## src/rtl/handshake_arbiter.sv

```systemverilog
// Round-robin arbiter feeding a one-entry output register for a shared datapath.
// Define HANDSHAKE_ARBITER_ASSERT_EN to compile in the protocol assertions.
module handshake_arbiter #(
  parameter int WIDTH = 5,
  parameter int N     = 3
) (
  input  logic                 CLK,
  input  logic                 ASYNCRESETN,
  input  logic [N-1:0]         req_valid,
  output logic [N-1:0]         req_ready,
  input  logic [N*WIDTH-1:0]   req_in1,
  input  logic [N*WIDTH-1:0]   req_in2,
  output logic                 out_valid,
  input  logic                 out_ready,
  output logic [WIDTH-1:0]     out_in1,
  output logic [WIDTH-1:0]     out_in2,
  output logic [1:0]           out_id,
  output logic                 busy
);

  typedef enum logic {
    EMPTY = 1'b0,
    FULL  = 1'b1
  } state_t;

  localparam logic [1:0] LAST_RST = 2'(N - 1);

  state_t            r_state;
  logic [WIDTH-1:0]  r_in1;
  logic [WIDTH-1:0]  r_in2;
  logic [1:0]        r_id;
  logic [1:0]        r_last;

  logic              w_free;
  logic              w_any;
  logic              w_xfer;
  logic [1:0]        w_gnt;
  logic [N-1:0]      w_onehot;
  logic [WIDTH-1:0]  w_sel_in1;
  logic [WIDTH-1:0]  w_sel_in2;

  // NOTE: every signal gets a default at the top of the block so no path leaves it unassigned (no latch).
  always_comb begin
    w_free    = (r_state == EMPTY) || out_ready;
    w_any     = 1'b0;
    w_gnt     = 2'd0;
    w_onehot  = '0;
    w_sel_in1 = '0;
    w_sel_in2 = '0;
    // Search priority starts just after the last winner and wraps.
    for (int k = 1; k <= N; k++) begin
      for (int i = 0; i < N; i++) begin
        if (!w_any && req_valid[i] && (((int'(r_last) + k) % N) == i)) begin
          w_any = 1'b1;
          w_gnt = 2'(i);
        end
      end
    end
    for (int i = 0; i < N; i++) begin
      if (w_gnt == 2'(i)) begin
        w_onehot[i] = 1'b1;
        w_sel_in1   = req_in1[i*WIDTH +: WIDTH];
        w_sel_in2   = req_in2[i*WIDTH +: WIDTH];
      end
    end
  end

  assign w_xfer = w_free && w_any;
  // Reset gates the combinational ready so it drops without waiting for an edge.
  assign req_ready = (ASYNCRESETN && w_xfer) ? w_onehot : '0;

  // NOTE: sequential state uses non-blocking assignments so all registers update from pre-edge values.
  always_ff @(posedge CLK or negedge ASYNCRESETN) begin
    if (!ASYNCRESETN) begin
      r_state <= EMPTY;
      r_in1   <= '0;
      r_in2   <= '0;
      r_id    <= 2'd0;
      r_last  <= LAST_RST;
    end else begin
      case (r_state)
        EMPTY: begin
          if (w_xfer) begin
            r_in1   <= w_sel_in1;
            r_in2   <= w_sel_in2;
            r_id    <= w_gnt;
            r_last  <= w_gnt;
            r_state <= FULL;
          end
        end
        FULL: begin
          if (w_xfer) begin
            r_in1  <= w_sel_in1;
            r_in2  <= w_sel_in2;
            r_id   <= w_gnt;
            r_last <= w_gnt;
          end else if (out_ready) begin
            r_state <= EMPTY;
          end
        end
        default: r_state <= EMPTY;
      endcase
    end
  end

  assign out_valid = (r_state == FULL);
  assign busy      = (r_state == FULL);
  assign out_in1   = r_in1;
  assign out_in2   = r_in2;
  assign out_id    = r_id;

`ifdef HANDSHAKE_ARBITER_ASSERT_EN
  a_ready_onehot: assert property (@(posedge CLK) disable iff (!ASYNCRESETN)
    $onehot0(req_ready));

  for (genvar gi = 0; gi < N; gi++) begin : g_req_hold
    a_valid_hold: assert property (@(posedge CLK) disable iff (!ASYNCRESETN)
      (req_valid[gi] && !req_ready[gi]) |=>
        (req_valid[gi] && $stable(req_in1[gi*WIDTH +: WIDTH]) &&
         $stable(req_in2[gi*WIDTH +: WIDTH])));
  end

  a_out_stable: assert property (@(posedge CLK) disable iff (!ASYNCRESETN)
    (out_valid && !out_ready) |=>
      (out_valid && $stable(out_in1) && $stable(out_in2) && $stable(out_id)));

  a_id_range: assert property (@(posedge CLK) disable iff (!ASYNCRESETN)
    (int'(out_id) < N));
`endif

endmodule

```

## config.mk

```make
export PLATFORM = sky130hd
export DESIGN_NAME = handshake_arbiter
export DESIGN_NICKNAME = d
export VERILOG_FILES = /design/src/rtl/handshake_arbiter.sv
export SDC_FILE = /design/constraint.sdc
export NUM_CORES = 1
export LEC_CHECK = 0
export CORE_MARGIN = 8
export CORE_UTILIZATION = 41
export CTS_CLUSTER_DIAMETER = 50
export CTS_CLUSTER_SIZE = 12
export DETAILED_ROUTE_END_ITERATION = 8
export PLACE_DENSITY = 0.9
export SLEW_MARGIN = 30
export SYNTH_ARGS = -nofsm -noshare
export SYNTH_HDL_FRONTEND = slang
export SYNTH_SLANG_ARGS = --single-unit
export TNS_END_PERCENT = 50
```

## constraint.sdc

```tcl
create_clock -name CLK -period 5.51 [get_ports CLK]
set_input_delay 1.653 -clock CLK [delete_from_list [all_inputs] [get_ports CLK]]
set_output_delay 1.653 -clock CLK [all_outputs]
set_load 0.03 [all_outputs]
```

==> results.md, run 1 <==
- Result of the run: completed
- Source of the worst hold timing path: out_id[1]$_DFFE_PN0P_
- Peak-usage layer in the global routing report: met2
- Highest Clock Rate: 192.6 MHz
- Num Clock Sinks: 14
- Synthesized instance count: just over 100
- Number of instances resized during post-cts repair: 0
- Post-Synthesis Mean Instance Area: between 9 and 10 um2
- Count of distinct cell types in the synthesized netlist: 32
- Placeable core area: 0.002191 mm2
- Final worst path period share: 94.24%
- Top delay family on crit path: buffers and inverters
- Vias in the first global route: roughly 1100
- Multiplexer share of the synthesized area: around 3.2%
- Max Cap Viol: 0
- Origin of the worst setup path: req_valid[0]
- Layout Skew: between 0.004 and 0.005 ns
- Met3 Usage GRT: slightly above 6%
- Buf/Inv on CP: 2
- Simple-gate share of the synthesized area: about 22%
- Maximum level of the CTS H-tree: 1
- Slew at the pin closest to its max-slew limit: 0.5926 ns
- Biggest area contributors in the synthesized netlist: sky130_fd_sc_hd__dfrtp_1 (35%), sky130_fd_sc_hd__nand2_1 (4.8%), sky130_fd_sc_hd__a31oi_1 (4.0%), sky130_fd_sc_hd__o21ai_0 (3.7%), sky130_fd_sc_hd__a21oi_1 (3.2%)
- Total standard cell area after synthesis: roughly 940 um2
- Mean number of vias per cell: 5.478
- Critical Path Source Type: input pin
- Leak: 0.6303 nW
- Final-report max-slew violation count: 0
- Final Hold Violating Endpoints: 0
- Placer Congestion: 0.8098
- Origin of the critical flop-to-flop path: out_id[0]$_DFFE_PN0P_
- XOR/XNOR Fraction of Synth Area: 0%
- Number of synthesized register bits: 14
- Cell at the slowest stage of the critical path: sky130_fd_sc_hd__clkdlybuf4s50_1
- Cells traversed along the worst timing path: clkdlybuf4s50_1, and2_4, o21bai_1, o211a_1, clkdlybuf4s50_1
- Synth warnings: 0
- Count of hold-fix buffers inserted at cts: 0
- Global routing met2 resource utilization: 26.85%
- DRC Markers: 0
- Port buffer count: 52
- HP Class: register to register
- Ports: 53
- Largest area contributor in the synthesized netlist: sky130_fd_sc_hd__dfrtp_1
- RSZ-0062 raised after global routing: false
- Clock latency on the worst-skew pair: around 0.28 ns
- Clock-pin transition on the worst setup and hold timing paths: about 0.090 ns
- Synth Net Count: between 100 and 150
- Synthesized-area fraction occupied by adder cells: approximately 2.7%
- Number of nets at the end of the flow: approximately 190
- Sum of routed wire length over all layers: between 3000 and 4000 um
- Setup Total Neg Slack: 0 ns
- First-pass iteration count of the detailed router: 4
- HPWL Detailed: 2409 um
- Pwr Density: roughly 580 mW/mm2
- Proportion of layout cells with a drive suffix above 1: between 10% and 20%
- CTS tree: done
- Biggest cell delay along the critical path: approximately 0.68 ns
- Sequential-to-total area share from yosys stat: 37.52%
- CP arrival: ~3.5 ns
- Number of antenna violations at the first check in global routing: 0
- Proportion of netlist area held by the largest area contributor: a little over a third
- Growth of design area from synthesis to finish: 59.95%
- Total Routing Usage GR: between 15 and 20%
- Initial core utilization: a little over two fifths
- Number of buffers between clock root and the deepest sink: 2
- Layout Cell Area excl Fill: 0.001499 mm2
- Final worst path period need: between 5 and 6 ns
- Congestion Overflow GR: 0
- Post-detailed-route count of antenna-violating nets: 0
- Compound-Gate Fraction of Synth Area: between 20 and 30%
- Die outline height: 63.81 um
- Global-route track usage on met1: approximately 17%
- Setup violation total in the final timing report: 0
- Total die area: around 0.0041 mm2
- CTS Buf Count: 3
- VDD IR max: around 0.35 mV
- Maximum number of pins on one net before global-route repair: 17
- Most used cell along the critical path: sky130_fd_sc_hd__clkdlybuf4s50_1
- Max-slew headroom: ~60%
- Critical path class: input pin to primary output
- Maximum fanout encountered on the critical timing path: 7
- CP Capture Type: primary output
- Routed vias: approximately 1000
- Placement-stage cell area: around 0.0015 mm2
- Number of fill cells: ~160
- Cell chosen for the clock root: sky130_fd_sc_hd__clkbuf_4
- Global-route wire length before repair: between 5000 and 6000 um
- Number of DRC markers after the initial detailed-route iteration: 73
- Dominant combinational cell family by area after synthesis: compound AO/OA/AOI/OAI gates
- Setup fix buffers added after clock tree synthesis: 0
- Area of combinational cells with multiple inputs: between 500 and 600 um2
- Diodes inserted: 0
- Placement Rows: 17
- Crit path required time: roughly 3.9 ns
- WL/cell: 17.45 um
- Total area of sequential cells: 351.6 um2
- Horiz. Die Dim: 63.81 um
[synth_stat cells]
cell type                   count
sky130_fd_sc_hd__o211ai_2       2
sky130_fd_sc_hd__mux2i_1        3
sky130_fd_sc_hd__nor2_1         7
sky130_fd_sc_hd__and2_4         1
sky130_fd_sc_hd__buf_2          2
sky130_fd_sc_hd__o21ai_1        1
sky130_fd_sc_hd__a31oi_1        6
sky130_fd_sc_hd__o211a_1        1
sky130_fd_sc_hd__a2111oi_4      1
sky130_fd_sc_hd__o21ai_0        7
sky130_fd_sc_hd__o21bai_1       1
sky130_fd_sc_hd__o32ai_4        1
sky130_fd_sc_hd__nand2_1       12
sky130_fd_sc_hd__nand2b_1       3
sky130_fd_sc_hd__o21ba_2        1
sky130_fd_sc_hd__buf_4          3
sky130_fd_sc_hd__dfrtp_1       13
sky130_fd_sc_hd__ha_1           2
sky130_fd_sc_hd__or3_1          2
sky130_fd_sc_hd__o41ai_2        1
sky130_fd_sc_hd__inv_1          3
sky130_fd_sc_hd__nor3_1         3
sky130_fd_sc_hd__nand2b_4       1
sky130_fd_sc_hd__and3_1         3
sky130_fd_sc_hd__a21oi_1        6
sky130_fd_sc_hd__buf_6          2
sky130_fd_sc_hd__nor2b_1        3
sky130_fd_sc_hd__dfstp_2        1
sky130_fd_sc_hd__nand3_1        4
sky130_fd_sc_hd__a21o_1         2
sky130_fd_sc_hd__and2_1         2
sky130_fd_sc_hd__o211ai_1       1
[power by group]
group | internal, W | leakage [nW] | switching, W
sequential | 0.000158 | 0.163 | 0.0000303
clock | 0.0000402 | 0.0210 | 0.0000356
combinational | 0.000256 | 0.446 | 0.000348
[through the flow]
step,cells,hold WS [ns],setup WS (ns),util (%),power [W]
4_1_cts,182,0.4983,0.3304,68.42,0.0008716
3_3_place_gp,178,0.4611,0.3965,66.76,0.0007705
3_5_place_dp,178,0.4714,0.3360,66.76,0.0007887
5_1_grt,182,0.5209,0.2409,68.42,0.0009289
2_1_floorplan,101,0.5027,1.135,-,0.0006028
6_report,182,0.4905,0.3172,68.42,0.0008680
[area by class of cell]
cell class / count / share of cell area, %
inverters: 3 / 0.7513
repair buffers: 56 / 36.39
clock buffers: 4 / 2.421
flip-flops and latches: 14 / 23.46
multi-input cells: 77 / 34.64
well taps: 28 / 2.337
[cell usage in the layout, fill, tap and decap left out, drive strengths merged, types with 6 or more instances in the layout]
| master | synthesis | layout |
|---|---|---|
| clkdlybuf4s50 | 0 | 50 |
| dfrtp | 13 | 13 |
| nand2 | 12 | 12 |
| o21ai | 8 | 8 |
| nor2 | 7 | 7 |
| a21oi | 6 | 6 |
| a31oi | 6 | 6 |
| buf | 7 | 6 |
[flip-flops by register name, summed over array words and instances, names as in the netlist]
name,count
out_in1,5
out_id,2
r_last,1
busy,1
out_in2,5
[per-layer routing]
| metal | up-vias | wire length, um |
|---|---|---|
| met5 | - | 0 |
| met4 | 0 | 35 |
| met3 | 4 | 296 |
| met2 | 48 | 1560 |
| met1 | 479 | 1284 |
| li1 | 466 | - |
[logic make-up after synthesis]
logic type                 after synthesis
AOI/OAI and AO/OA                       31
adders and majority gates                2
buffers and inverters                   10
DFF                                     14
muxes                                    3
and+or+nand+nor                         41
[path summary, 6_finish.rpt]
kind	end	cells past startpoint	slack, ns
max in group asynchronous	r_last[1]$_DFFE_PN1P_	2	3.53
setup reg to reg	out_in1[3]$_DFFE_PN0P_	7	3.39
hold reg to reg	out_id[1]$_DFFE_PN0P_	1	0.49
setup / recovery	req_ready[0]	5	0.32
min in group asynchronous	busy$_DFF_PN0_	2	1.73
hold / removal	out_id[1]$_DFFE_PN0P_	1	0.49
(Power assumes the default switching activity.)
==> inputs of run 2 (changes only) <==
CORE_MARGIN = not set   (was 8)
SKIP_CTS_REPAIR_TIMING = 1   (was not set)
==> run 2 against run 1 <==
Sequential share of layout area barely moved. Combinational power barely moved. Critical endpoint is now req_ready[1]. Highest routed layer unchanged. Largest power group unchanged. Cell count fell by 0.55%. Via count fell by 2.0%. Non-clock buffer count did not move. Flip-flop and latch count did not move.
==> results.md, run 2 (synthesis gave the netlist of run 1 again) <==
- Port buffer count: 52 (unchanged)
- Setup slack on the worst flop-to-flop path: 3.41 ns (was 3.39 ns)
- Cell at the slowest stage of the critical path: sky130_fd_sc_hd__clkdlybuf4s50_1 (unchanged)
- Origin of the critical flop-to-flop path: out_id[0]$_DFFE_PN0P_ (unchanged)
- Total die area: 0.002481 mm2 (was 0.004072 mm2)
- Cell chosen for the clock root: sky130_fd_sc_hd__clkbuf_4 (unchanged)
- Critical Path Source Type: input pin (unchanged)
- First-pass iteration count of the detailed router: 4 (unchanged)
- Die outline height: 49.81 um (was 63.81 um)
- Clock latency on the worst-skew pair: 0.27 ns (was 0.28 ns)
- Most common cell after layout, fill and taps aside: sky130_fd_sc_hd__clkdlybuf4s50_1 (unchanged)
- Number of fill cells: 149 (was 164)
- Number of DRC markers after the initial detailed-route iteration: 15 (was 73)
- Diodes inserted: 0 (unchanged)
- CTS Buf Count: 3 (unchanged)
- Cells traversed along the worst timing path: clkdlybuf4s50_1, or3_1, and3_1, and3_1, clkdlybuf4s50_1 (was clkdlybuf4s50_1, and2_4, o21bai_1, o211a_1, clkdlybuf4s50_1)
- Number of nets at the end of the flow: 193 (unchanged)
- Crit path required time: 3.86 ns (about the same)
- Maximum number of pins on one net before global-route repair: 14 (was 17)
- Post-detailed-route count of antenna-violating nets: 0 (unchanged)
- Mean number of vias per cell: 5.398 (was 5.478)
- Growth of design area from synthesis to finish: 60.08% (was 59.95%)
- CTS tree: done (unchanged)
- Max-slew headroom: 62.92% (was 60.38%)
- HPWL Detailed: 2213 um (was 2409 um)
- Critical path class: input pin to primary output (unchanged)
- Max Cap Viol: 0 (unchanged)
- R2R depth: 7 (unchanged)
- Number of buffers between clock root and the deepest sink: 2 (unchanged)
- Horiz. Die Dim: 49.81 um (was 63.81 um)
- Number of antenna violations at the first check in global routing: 0 (unchanged)
- CP Capture Type: primary output (unchanged)
- Maximum level of the CTS H-tree: 1 (unchanged)
- HP Class: register to register (unchanged)
- Placement Rows: 16 (was 17)
- Origin of the worst setup path: req_valid[2] (was req_valid[0])
- Top library cells by usage in the layout, fill and taps aside: sky130_fd_sc_hd__clkdlybuf4s50_1 (51), sky130_fd_sc_hd__dfrtp_1 (13), sky130_fd_sc_hd__nand2_1 (12) (was sky130_fd_sc_hd__clkdlybuf4s50_1 (50), sky130_fd_sc_hd__dfrtp_1 (13), sky130_fd_sc_hd__nand2_1 (12))
- Final worst path period need: 5.310 ns (was 5.193 ns)
- Congestion Overflow GR: 0 (unchanged)
- Slew at the pin closest to its max-slew limit: 0.5547 ns (was 0.5926 ns)
- Placer Congestion: 0.8498 (was 0.8098)
- Total Routing Usage GR: 25.55% (was 15.74%)
- Worst R2R End: out_in1[3]$_DFFE_PN0P_ (unchanged)
- Routed vias: 977 (was 997)
- Setup Total Neg Slack: 0 ns (unchanged)
- Initial core utilization: 45.45% (was 42.78%)
- Vias in the first global route: 1109 (was 1103)
- CP arrival: 3.66 ns (was 3.54 ns)
- Placeable core area: 0.002062 mm2 (was 0.002191 mm2)
- DRC Markers: 0 (unchanged)
- Ports: 53 (unchanged)
- Highest Clock Rate: 188.3 MHz (was 192.6 MHz)
- Final Hold Violating Endpoints: 0 (unchanged)
- Global-route wire length before repair: 4864 um (was 5237 um)
- VDD IR max: 0.3073 mV (was 0.3513 mV)
- Num Clock Sinks: 14 (unchanged)
- Leak: 0.6284 nW (was 0.6303 nW)
- RSZ-0062 raised after global routing: false (unchanged)
- Sum of routed wire length over all layers: 2823 um (was 3176 um)
- WL/cell: 15.60 um (was 17.45 um)
- Final worst path period share: 96.37% (was 94.24%)
- Layout Skew: 0.002154 ns (was 0.004575 ns)
- Biggest cell delay along the critical path: 0.58 ns (was 0.68 ns)
- Clock-pin transition on the worst setup and hold timing paths: 0.09 ns (about the same)
- Maximum fanout encountered on the critical timing path: 7 (unchanged)
- Critical path destination: req_ready[1] (was req_ready[0])
- Setup violation total in the final timing report: 0 (unchanged)
- Proportion of layout cells with a drive suffix above 1: 11.69% (was 12.34%)
- Final-report max-slew violation count: 0 (unchanged)
- Source of the worst hold timing path: out_id[1]$_DFFE_PN0P_ (unchanged)
- Tot Pwr: 0.0008673 W (was 0.0008680 W)
- Pwr Density: 578.1 mW/mm2 (was 579.1 mW/mm2)
- Result of the run: completed (unchanged)
run 2: cell count changes in the layout (fill, tap and decap cells not counted), sizes merged:
| cell | change |
|---|---|
| buf | -1 |
| clkdlybuf4s50 | +1 |
run 2: worst min path at each step:
stage / end / slack [ns] / cells after the start
2_1_floorplan: r_last[1]$_DFFE_PN1P_ / 0.50 / 1
6_report: out_id[1]$_DFFE_PN0P_ / 0.49 / 1
3_3_place_gp: out_in1[3]$_DFFE_PN0P_ / 0.46 / 2
3_5_place_dp: out_id[1]$_DFFE_PN0P_ / 0.47 / 1
5_1_grt: out_id[1]$_DFFE_PN0P_ / 0.51 / 1
4_1_cts: out_id[1]$_DFFE_PN0P_ / 0.50 / 1
run 2: where the power goes:
part	switching, W	leakage (nW)	internal (W)
Clock	0.0000341	0.0210	0.0000401
Sequential	0.0000304	0.163	0.000158
Combinational	0.000348	0.445	0.000257
run 2: critical path, delay by kind of cell:
family,cells,cell delay (ns)
and+or+nand+nor,3,0.91
buffers and inverters,2,1.09
run 2: per-stage QoR:
step	hold WS [ns]	setup WS [ns]	utilization, %	cells	instance area [um2]
after floorplan	0.5027	1.135	-	101	937.1
after global placement	0.4605	0.2883	71.00	177	1464
after detailed placement	0.4741	0.2229	71.00	177	1464
after CTS	0.5004	0.2226	72.75	181	1500
after global routing	0.5114	0.1563	72.75	181	1500
final	0.4946	0.1998	72.75	181	1500
run 2: cell type report:
class | instances | area (um2) | share of cell area (%)
Timing Repair Buffer | 56 | 548.0 | 36.53
Clock buffer | 4 | 36.28 | 2.419
Inverter | 3 | 11.26 | 0.7506
Tap cell | 27 | 33.78 | 2.252
Multi-Input combinational cell | 77 | 519.2 | 34.61
Sequential cell | 14 | 351.6 | 23.44
run 2: layer usage:
metal,wire length [um],vias to the layer above,track usage (%)
met5,0,-,0
met4,14,0,7.143
met3,196,2,4.321
met2,1435,52,46.40
met1,1177,457,30.54
li1,-,466,-
